`config.mk`:
```
export PLATFORM = sky130hd
export DESIGN_NAME = shift_tx_ctrl
export DESIGN_NICKNAME = d
export VERILOG_FILES = /design/src/rtl/shift_tx_ctrl.sv
export SDC_FILE = /design/constraint.sdc
export NUM_CORES = 1
export LEC_CHECK = 0
export ABC_CLOCK_PERIOD_IN_PS = 2150
export CORE_UTILIZATION = 64
export CTS_BUF_LIST = sky130_fd_sc_hd__clkbuf_8
export DETAILED_ROUTE_END_ITERATION = 10
export DONT_BUFFER_PORTS = 1
export MAX_ROUTING_LAYER = met4
export PLACE_DENSITY = 0.91
export SLEW_MARGIN = 20
export SYNTH_ARGS = -nofsm -noshare
export SYNTH_HDL_FRONTEND = slang
export SYNTH_SLANG_ARGS = --single-unit
```
`constraint.sdc`:
```
create_clock -name clk -period 2.15 [get_ports clk]
set_input_delay 0.215 -clock clk [delete_from_list [all_inputs] [get_ports clk]]
set_output_delay 0.215 -clock clk [all_outputs]
set_load 0.01 [all_outputs]
```
`src/rtl/shift_tx_ctrl.sv`:
```
// rtl/shift_tx_ctrl.sv - byte-to-serial frame sequencer driving an external 8-bit load/shift register
module shift_tx_ctrl #(
  parameter int unsigned GAP  = 1,     // idle cycles between frames, 0..15
  parameter logic        FILL = 1'b0   // constant shifted into the register
) (
  input  logic       clk,
  input  logic       rst,
  input  logic [7:0] in_data,
  input  logic       in_valid,
  output logic       in_ready,
  input  logic       abort,
  output logic [7:0] sr_d,
  output logic       sr_ld,
  output logic       sr_si,
  input  logic       sr_so,
  output logic       tx_bit,
  output logic       tx_frame,
  output logic       done,
  output logic [7:0] frame_cnt,
  output logic       busy
);

  // Last gap count value; unused when GAP is zero because the GAP state is skipped.
  localparam logic [3:0] GAP_LAST = (GAP == 0) ? 4'd0 : 4'(GAP - 1);
  localparam logic       GAP_ZERO = (GAP == 0);

  typedef enum logic [1:0] {
    S_IDLE,
    S_SHIFT,
    S_GAP
  } state_t;

  state_t     state;
  logic [2:0] bc;
  logic [3:0] gc;
  logic [7:0] buf_data;
  logic       buf_full;
  logic [7:0] cnt;

  logic       accept;
  logic       last_bit;
  logic       gap_end;
  logic       load;

  assign accept = in_valid && in_ready;

  // Decode the frame boundary conditions and the register load strobe.
  always_comb begin
    last_bit = (state == S_SHIFT) && (bc == 3'd7);
    gap_end  = (state == S_GAP) && (gc == GAP_LAST);
    load     = 1'b0;
    unique case (state)
      S_IDLE:  load = buf_full;
      S_SHIFT: load = last_bit && GAP_ZERO && buf_full;
      S_GAP:   load = gap_end && buf_full;
      default: load = 1'b0;
    endcase
  end

  // Frame sequencer: idle, eight shift cycles, then the programmed idle gap.
  always_ff @(posedge clk) begin
    if (rst || abort) begin
      state <= S_IDLE;
      bc    <= 3'd0;
      gc    <= 4'd0;
    end else begin
      unique case (state)
        S_IDLE: begin
          if (buf_full) begin
            state <= S_SHIFT;
            bc    <= 3'd0;
          end
        end
        S_SHIFT: begin
          if (bc == 3'd7) begin
            bc <= 3'd0;
            gc <= 4'd0;
            if (!GAP_ZERO) begin
              state <= S_GAP;
            end else if (buf_full) begin
              state <= S_SHIFT;
            end else begin
              state <= S_IDLE;
            end
          end else begin
            bc <= bc + 3'd1;
          end
        end
        S_GAP: begin
          if (gc == GAP_LAST) begin
            gc    <= 4'd0;
            bc    <= 3'd0;
            state <= buf_full ? S_SHIFT : S_IDLE;
          end else begin
            gc <= gc + 4'd1;
          end
        end
        default: begin
          state <= S_IDLE;
          bc    <= 3'd0;
          gc    <= 4'd0;
        end
      endcase
    end
  end

  // One-entry byte buffer; accept needs it empty and load needs it full, so they never collide.
  always_ff @(posedge clk) begin
    if (rst) begin
      buf_full <= 1'b0;
      buf_data <= 8'h00;
    end else if (abort) begin
      buf_full <= 1'b0;
    end else if (accept) begin
      buf_full <= 1'b1;
      buf_data <= in_data;
    end else if (load) begin
      buf_full <= 1'b0;
    end
  end

  // Completed-frame counter; a last bit that coincides with abort still counts.
  always_ff @(posedge clk) begin
    if (rst) begin
      cnt <= 8'd0;
    end else if (last_bit) begin
      cnt <= cnt + 8'd1;
    end
  end

  // Outputs are forced to their idle values while reset is held.
  assign in_ready  = !buf_full && !rst;
  assign sr_d      = buf_data;
  assign sr_si     = FILL;
  assign sr_ld     = load && !rst;
  assign tx_frame  = (state == S_SHIFT) && !rst;
  assign tx_bit    = sr_so && tx_frame;
  assign done      = last_bit && !rst;
  assign busy      = !rst && ((state != S_IDLE) || buf_full);
  assign frame_cnt = rst ? 8'd0 : cnt;

endmodule

```
Word-level counts from Yosys, hierarchy flattened
Cells that the tools add are included.
{ "op_classes": {"muxes": 16, "n_addsub": 3, "n_reduce_logical": 23, "bitwise_logic": 2, "eq_ne": 6} }
{ "op_table": {"columns": ["cell", "count"], "rows": [
  ["case mux 4 bit (3 select lines)", 1],
  ["logical AND 1 bit", 10],
  ["2-to-1 mux 3 bit", 3],
  ["case mux 3 bit (3 select lines)", 1],
  ["adder 8 x 1 -> 8 bit, second input constant", 1],
  ["2-to-1 mux 4 bit", 2],
  ["2-to-1 mux 8 bit", 1],
  ["2-to-1 mux 2 bit", 3],
  ["case mux 2 bit (3 select lines)", 1],
  ["AND reduction 2 bit", 3],
  ["adder 4 x 1 -> 4 bit, second input constant", 1],
  ["zero test 4 bit", 1],
  ["inequality test 2 x 1 -> 1 bit, second input constant", 2],
  ["nonzero test 2 bit", 2],
  ["adder 3 x 1 -> 3 bit, second input constant", 1],
  ["== test 3 bit, second input constant", 1],
  ["2-to-1 mux 1 bit", 3],
  ["AND reduction 3 bit", 1],
  ["== test 2 x 1 -> 1 bit, second input constant", 1],
  ["== test 2 bit, second input constant", 1],
  ["zero test 1 bit", 2],
  ["zero test 2 bit", 1],
  ["logical OR 1 bit", 2],
  ["inequality test 2 bit, second input constant", 1],
  ["3 further kinds", 4]
]} }
{ "word_totals": {"regBits": 26, "out_inout_bits": 23, "in_bits": 13} }

Logic depth before layout (Yosys ltp)
Gate-level depths: netlist of the first run.
{ "logic_depth": {"depth_word": 6, "ltp_mapped": 5, "ltp_nobuf": 5} }

Least setup slack after synthesis of the first run
No wires, ideal clock.
{ "synth_timing": {"path_kind": "register to register", "from": "register bc[0]", "to": "register cnt[7]", "stages_incl_launch_ff": 6, "setup_time_ps": 121, "arrival_time_ps": 1442, "required_time_ps": 2029, "path_buffers": 0, "slack_ps": 587, "path_cell_list": "dfxtp_1 > ha_1 > ha_1 > nand3b_4 > nor4_2 > mux2_2"} }
{ "synth_between": {"elab_chain_len": 2} }
{ "synth_rtl": {"columns": ["item", "line_no", "text"], "rows": [
  ["start, declared", "34", "logic [2:0] bc;"],
  ["start signal, assigned", "86", "bc <= bc + 3'd1;"],
  ["== test 3 bit", "49", "last_bit = (state == S_SHIFT) && (bc == 3'd7);"],
  ["logical AND 1 bit", "49", null],
  ["end signal, assigned", "127", "cnt <= cnt + 8'd1;"],
  ["end, declared", "38", "logic [7:0] cnt;"]
]} }
No other way between the ends.
A chain may end at the register's enable or synchronous reset.

Worst setup path in the final report of the first run
{ "layout_timing": {"from": "register gc[0]", "to": "output sr_ld"} }
{ "layout_between": {"elab_chain_len": 5} }
{ "layout_rtl": {"columns": ["item", "line_no", "text"], "rows": [
  ["start, declared", "35", "logic [3:0] gc;"],
  ["start signal, assigned", "95", "gc <= gc + 4'd1;"],
  ["zero test 4 bit", "50", "gap_end = (state == S_GAP) && (gc == GAP_LAST);"],
  ["logical AND 1 bit", "50", null],
  ["logical AND 1 bit", "55", "S_GAP: load = gap_end && buf_full;"],
  ["case mux 1 bit (2 select lines)", "52", "unique case (state)"],
  ["logical AND 1 bit", "135", "assign sr_ld = load && !rst;"],
  ["end, declared", "13", "output logic sr_ld,"]
]} }
No other way between the ends.

==> flow_summary.toml, run 1 <==
[floorplan]
die_area_um2 = 2197
dieWidth_um = 46.88
fp.coreArea_um2 = 1802
dieHeight_um = 46.88
start_util_pct = 71.53
io_pins = 36
rows = 15

[synth]
synth_area_per_cell_um2 = 8.592
syn_area_um2 = 1289
synth_top_cell_area_share_pct = 40.39
synth_cells = 150
synth_top_area_cell = "dfxtp_1"
synth_cell_types = 43
syn-num-nets = 168
yosysSeqAreaShare_pct = 40.39
synthTopCellsByArea = "dfxtp_1 (40%), nand2_1 (6.7%), a21oi_1 (6.6%)"
yosys_warnings = 0
ys_seq_elements = 26

[worst_setup_path]
reg2reg_slack_ns = 0.48
required_ns = 1.93
worstPathArrival_ns = 1.76
cp_max_fo = 5
endpoint_kind = "output port"
start_kind = "flop"
worstSetupPathType = "flop to output port"

[placement]
dpl.hpwl_mm = 1.757
gp_congestion = 0.7705
preCtsSetupSlack_ns = 0.4901
portBuffers = 0
post-place-cells = 167

[worst_hold_path]
holdCritPathClass = "input port to flop"

[clock_tree]
cts.sinks = 26
clkTransAtPathRegs_ns = 0.09
clockBufferDepth = 2
clock-root-buffer = "clkbuf_8"
hold_buffers = 0
cts_tree = "built"
htree_levels = 1
cts_setup_buffers = 0
cts_resized = 0
clk-insertion-delay-late_ns = 0.26
numCtsBuffers = 3

[grt]
use_met1_pct = 28.50
grt_pass1_vias = 916
grt_pass1_wl_mm = 3.753
gr-usage-met3_pct = 4.231
grt_usage_pct = 24.51
grt_busiest_layer = "met2"
use_met2_pct = 43.06
grt_max_degree = 33
antenna_found_initial = 0
grt_overflow_total = 0

[routing]
first_iter_violations = 10
vias_per_cell = 6.012
ant_nets = 0
totalWireLength_mm = 2.457
first_pass_iters = 4
drc = 0
routedWlPerCell_um = 14.28
vias = 1034

[timing]
fmax_mhz = 507.6
final.setup.tns_ns = 0
finalMaxSlewViolations = 0
skew_ns = 0.002810
fin_crit_sh_pct = 91.64
hold_viol_final = 0
min_period_ns = 1.970
grt_setup_unrepaired = "no"
worst_slack_ns = 0.1798
fin_worst_hold_slack_ns = 0.009310
setup-violations-final = 0

[finish]
final_cell_count_no_fill = 172
drive_gt1_share_pct = 6.803
antennaDiodeCount = 0
layout.nets = 166
fin_util_pct = 74.58
area.growth.synth_to_final_pct = 4.272

[power_and_ir_drop]
power.density_nw_per_um2 = 620.3
ir_drop_uv = 591.8
p_leak_nw = 0.5203

[status]
status = "complete, no violations"

[run]
drv_cap = 0
==> synthesized netlist by cell type, drive strengths merged <==
cell	number
nor2b	7
xor2	1
or3	1
a41oi	1
a22oi	1
nand3	3
mux2i	1
nor2	13
nand4bb	1
nand4b	5
nand3b	2
and2	1
a21oi	17
nor4	1
or2	1
or4	1
a211oi	1
or4b	1
mux2	3
a21o	1
dfxtp	26
conb	1
ha	5
a311oi	1
o21ai	3
nand2b	2
buf	7
a221oi	1
nor4b	1
or2b	1
inv	4
or3b	1
nor3	4
nand2	23
xnor2	1
nand4	1
nor3b	3
and2b	1
clkbuf	1
==> flip-flops by register name (all words and copies together) (netlist names) <==
register	flops
gc	4
state	2
cnt	8
bc	3
buf_full	1
sr_d	8
==> final cells by class <==
class	instances	area, µm²
Multi-Input combinational cell	112	711.9
Sequential cell	26	520.5
Fill cell	144	457.9
Clock buffer	4	55.05
Tap cell	25	31.28
Inverter	4	15.01
Timing Repair Buffer	1	10.01
==> through the flow <==
stage	area, µm²	total power, mW
final	1344	0.8336
after global routing	1344	0.8598
after CTS	1334	0.8368
after detailed placement	1279	0.5378
after global placement	1279	0.5355
after floorplan	1289	0.5404
==> metal layers <==
| metal | up-vias | routed length (µm) |
|---|---|---|
| met5 | - | 0 |
| met4 | 0 | 15 |
| met3 | 6 | 141 |
| met2 | 41 | 1209 |
| met1 | 479 | 1091 |
| li1 | 508 | - |
==> path summary, 6_finish.rpt <==
kind,depth (start not counted),end,start
max reg2reg,5,cnt[6]$_SDFFE_PP0N_,bc[0]$_SDFFE_PP0P_
max,4,sr_ld,gc[0]$_SDFFE_PP0P_
min,1,sr_d[3]$_SDFFE_PP0P_,rst
min reg2reg,2,sr_d[3]$_SDFFE_PP0P_,sr_d[3]$_SDFFE_PP0P_
==> cell families after synthesis <==
family	count (synthesis)	share of synthesized area, %
buf+inv	12	4.368
mux	4	3.398
fa+ha+maj	5	4.854
simple gates	74	33.79
xor+xnor	2	1.359
other cells	1	0.2910
compound gates	26	11.55
flops	26	40.39
==> critical path: stages (launching register included) <==
cell	delay, ns
dfxtp_1	0.36
inv_1	0.09
ha_1	0.17
or3b_1	0.43
a211oi_1	0.45
==> power breakdown <==
part | internal, mW | total [mW] | switching, mW
Combinational | 0.0132 | 0.0314 | 0.0181
Sequential | 0.488 | 0.497 | 0.00920
Clock | 0.163 | 0.305 | 0.142
==> cells in the final DEF (no fill, tap or decap), types with 2 or more instances in the layout <==
cell      netlist  final
nor3_1          4      4
nor3b_1         3      3
nor2b_1         7      7
mux2_1          2      2
nand2b_1        2      2
a21oi_1        17     17
dfxtp_1        26     26
clkbuf_8        0      4
nor2_1         13     13
nand3_1         3      3
o21ai_0         3      3
inv_1           4      4
nand2_1        23     23
ha_1            5      5
nand4b_1        5      5
No activity file was read; power rests on OpenSTA's default activity.
==> run 2: changes to the inputs <==
--- a/config.mk
+++ b/config.mk
@@ -5,6 +5,7 @@
 export SDC_FILE = /design/constraint.sdc
 export NUM_CORES = 1
 export LEC_CHECK = 0
+export ABC_AREA = 1
 export ABC_CLOCK_PERIOD_IN_PS = 2150
 export CORE_UTILIZATION = 64
 export CTS_BUF_LIST = sky130_fd_sc_hd__clkbuf_8
==> run 2 against run 1 <==
  * Clock power up 31%
  * Via count increased by 5.3%
  * Largest power group unchanged
  * Cell count increased by 17%
==> flow_summary.toml, run 2 <==
[clock_tree]
clockBufferDepth = 2
numCtsBuffers = 3
cts_resized = 0
clock-root-buffer = "clkbuf_8"
htree_levels = 1
clk-insertion-delay-late_ns = 0.27
cts.sinks = 26
cts_setup_buffers = 0
cts_tree = "built"
clkTransAtPathRegs_ns = 0.09
hold_buffers = 0

[grt]
grt_overflow_total = 0
grt_usage_pct = 27.65
grt_pass1_wl_mm = 3.960
grt_pass1_vias = 970
grt_max_degree = 19
antenna_found_initial = 0

[placement]
gp_congestion = 0.8321
placed_area_um2 = 1259
dpl.hpwl_mm = 1.840
post-place-cells = 197
portBuffers = 0

[floorplan]
start_util_pct = 70.32
dieWidth_um = 46.26
die_area_um2 = 2140
io_pins = 36
rows = 15
fp.coreArea_um2 = 1783
dieHeight_um = 46.26

[synth]
synthTopCellsByArea = "dfxtp_1 (42%), nor2_1 (13%), nand2_1 (8.1%)"
synth_edf_count = 0
syn_area_um2 = 1254
synthTopCellsByCount = "nor2_1 (43), nand2_1 (27), dfxtp_1 (26)"
synth_top_area_cell = "dfxtp_1"
yosys_warnings = 0
synth_ff_type = "dfxtp_1"
ys_seq_elements = 26
synth_top_cell_area_share_pct = 41.52
async_reset_ff_share_pct = 0
synth_cells = 176
synth.most_common_cell = "nor2_1"
syn-num-nets = 194
synth_area_per_cell_um2 = 7.123
yosysSeqAreaShare_pct = 41.52
synth_cell_types = 22

[finish]
multi_input_area_um2 = 613.1
mostFrequentLayoutCells = "nor2_1 (43), nand2_1 (27), dfxtp_1 (26), inv_1 (25), a21oi_1 (13)"
n_fill_cell = 138
seq_area_um2 = 520.5
area.growth.synth_to_final_pct = 6.088
final_cell_count_no_fill = 201
antennaDiodeCount = 0
fin_area_um2 = 1330
layout.nets = 195
drive_gt1_share_pct = 5.114
final_common_cell = "nor2_1"
fin_util_pct = 74.60

[power_and_ir_drop]
power.density_nw_per_um2 = 703.5
ir_drop_uv = 495.7
p_leak_nw = 0.5666
power_mw = 0.9357

[routing]
drc = 0
routedWlPerCell_um = 13.35
totalWireLength_mm = 2.683
ant_nets = 0
vias = 1089
vias_per_cell = 5.418
first_iter_violations = 18
first_pass_iters = 4

[worst_setup_path]
endpoint_kind = "flop"
worstSetupPathType = "flop to flop"
start_kind = "flop"
worstPathArrival_ns = 1.91
cp_max_fo = 6
required_ns = 2.31

[timing]
min_period_ns = 1.749
slew_headroom_pct = 64.90
final.setup.tns_ns = 0
skew_ns = 0.001866
grt_setup_unrepaired = "no"
finalMaxSlewViolations = 0
fin_crit_sh_pct = 81.33
tightest_slew_ns = 0.5264
setup-violations-final = 0
fmax_mhz = 571.9
hold_viol_final = 0

[worst_hold_path]
holdCritPathClass = "input port to flop"

[status]
status = "complete, no violations"

[run]
drv_cap = 0
## run 2: changes by cell type after synthesis, sizes merged, moves of 3 or more
cell,before,now
nor2,13,46
inv,4,25
o21ai,3,12
nor2b,7,0
buf,7,2
nand4b,5,0
a21oi,17,13
nand2,23,27
nand3,3,7
mux2,3,0
## run 2: final timing paths
path                            from                    to  slack, ns  depth (start not counted)
setup / recovery  bc[0]$_SDFFE_PP0P_    gc[2]$_SDFFE_PP0P_       0.40                          6
hold / removal            in_data[1]  sr_d[1]$_SDFFE_PP0P_       0.08                          2
setup reg to reg  bc[0]$_SDFFE_PP0P_    gc[2]$_SDFFE_PP0P_       0.40                          6
hold reg to reg   bc[2]$_SDFFE_PP0P_    bc[2]$_SDFFE_PP0P_       0.48                          2
## run 2: worst max-delay path: stages (launching register included)
cell	delay [ns]
dfxtp_1	0.33
ha_1	0.20
ha_1	0.24
a21oi_1	0.47
nor2_1	0.13
xor2_1	0.19
nor2_1	0.07
## run 2: routing by layer
layer	share of wire, %	GRT usage (%)
met1	41	27.32
met3	5.5	5.490
met2	51	51.27
met5	0	-
met4	2.3	12.35
## run 2: logic make-up (layout without fill, tap and decap cells)
| group | count (synthesis) | count (layout) | share of synthesized area [%] |
|---|---|---|---|
| other | 1 | 1 | 0.2991 |
| DFF | 26 | 26 | 41.52 |
| xor gates and xnor gates | 3 | 3 | 2.096 |
| adders and majority gates | 5 | 5 | 4.990 |
| AOI/OAI and AO/OA | 27 | 27 | 11.18 |
| buffers and inverters | 29 | 29 | 9.581 |
| and+or+nand+nor | 85 | 85 | 30.34 |
## run 2: layout make-up
| cell class | count | share of cell area (%) |
|---|---|---|
| Tap cell | 25 | 2.352 |
| Multi-Input combinational cell | 121 | 46.10 |
| Clock inverter | 1 | 2.258 |
| Clock buffer | 3 | 3.104 |
| Sequential cell | 26 | 39.13 |
| Inverter | 25 | 7.055 |
## run 2: metrics by stage
stage          setup slack (ns)  hold WS, ns
6_report                 0.4014      0.07702
5_1_grt                  0.3280      0.08283
4_1_cts                  0.4415      0.07837
3_5_place_dp             0.4943       0.3641
3_3_place_gp             0.6376       0.3521
2_1_floorplan            0.7071       0.3499
## run 2: report_power, final
group	leakage, nW	switching, mW	internal (mW)
logic	0.320	0.0257	0.0107
clock network	0.0357	0.150	0.249
registers	0.210	0.0101	0.490
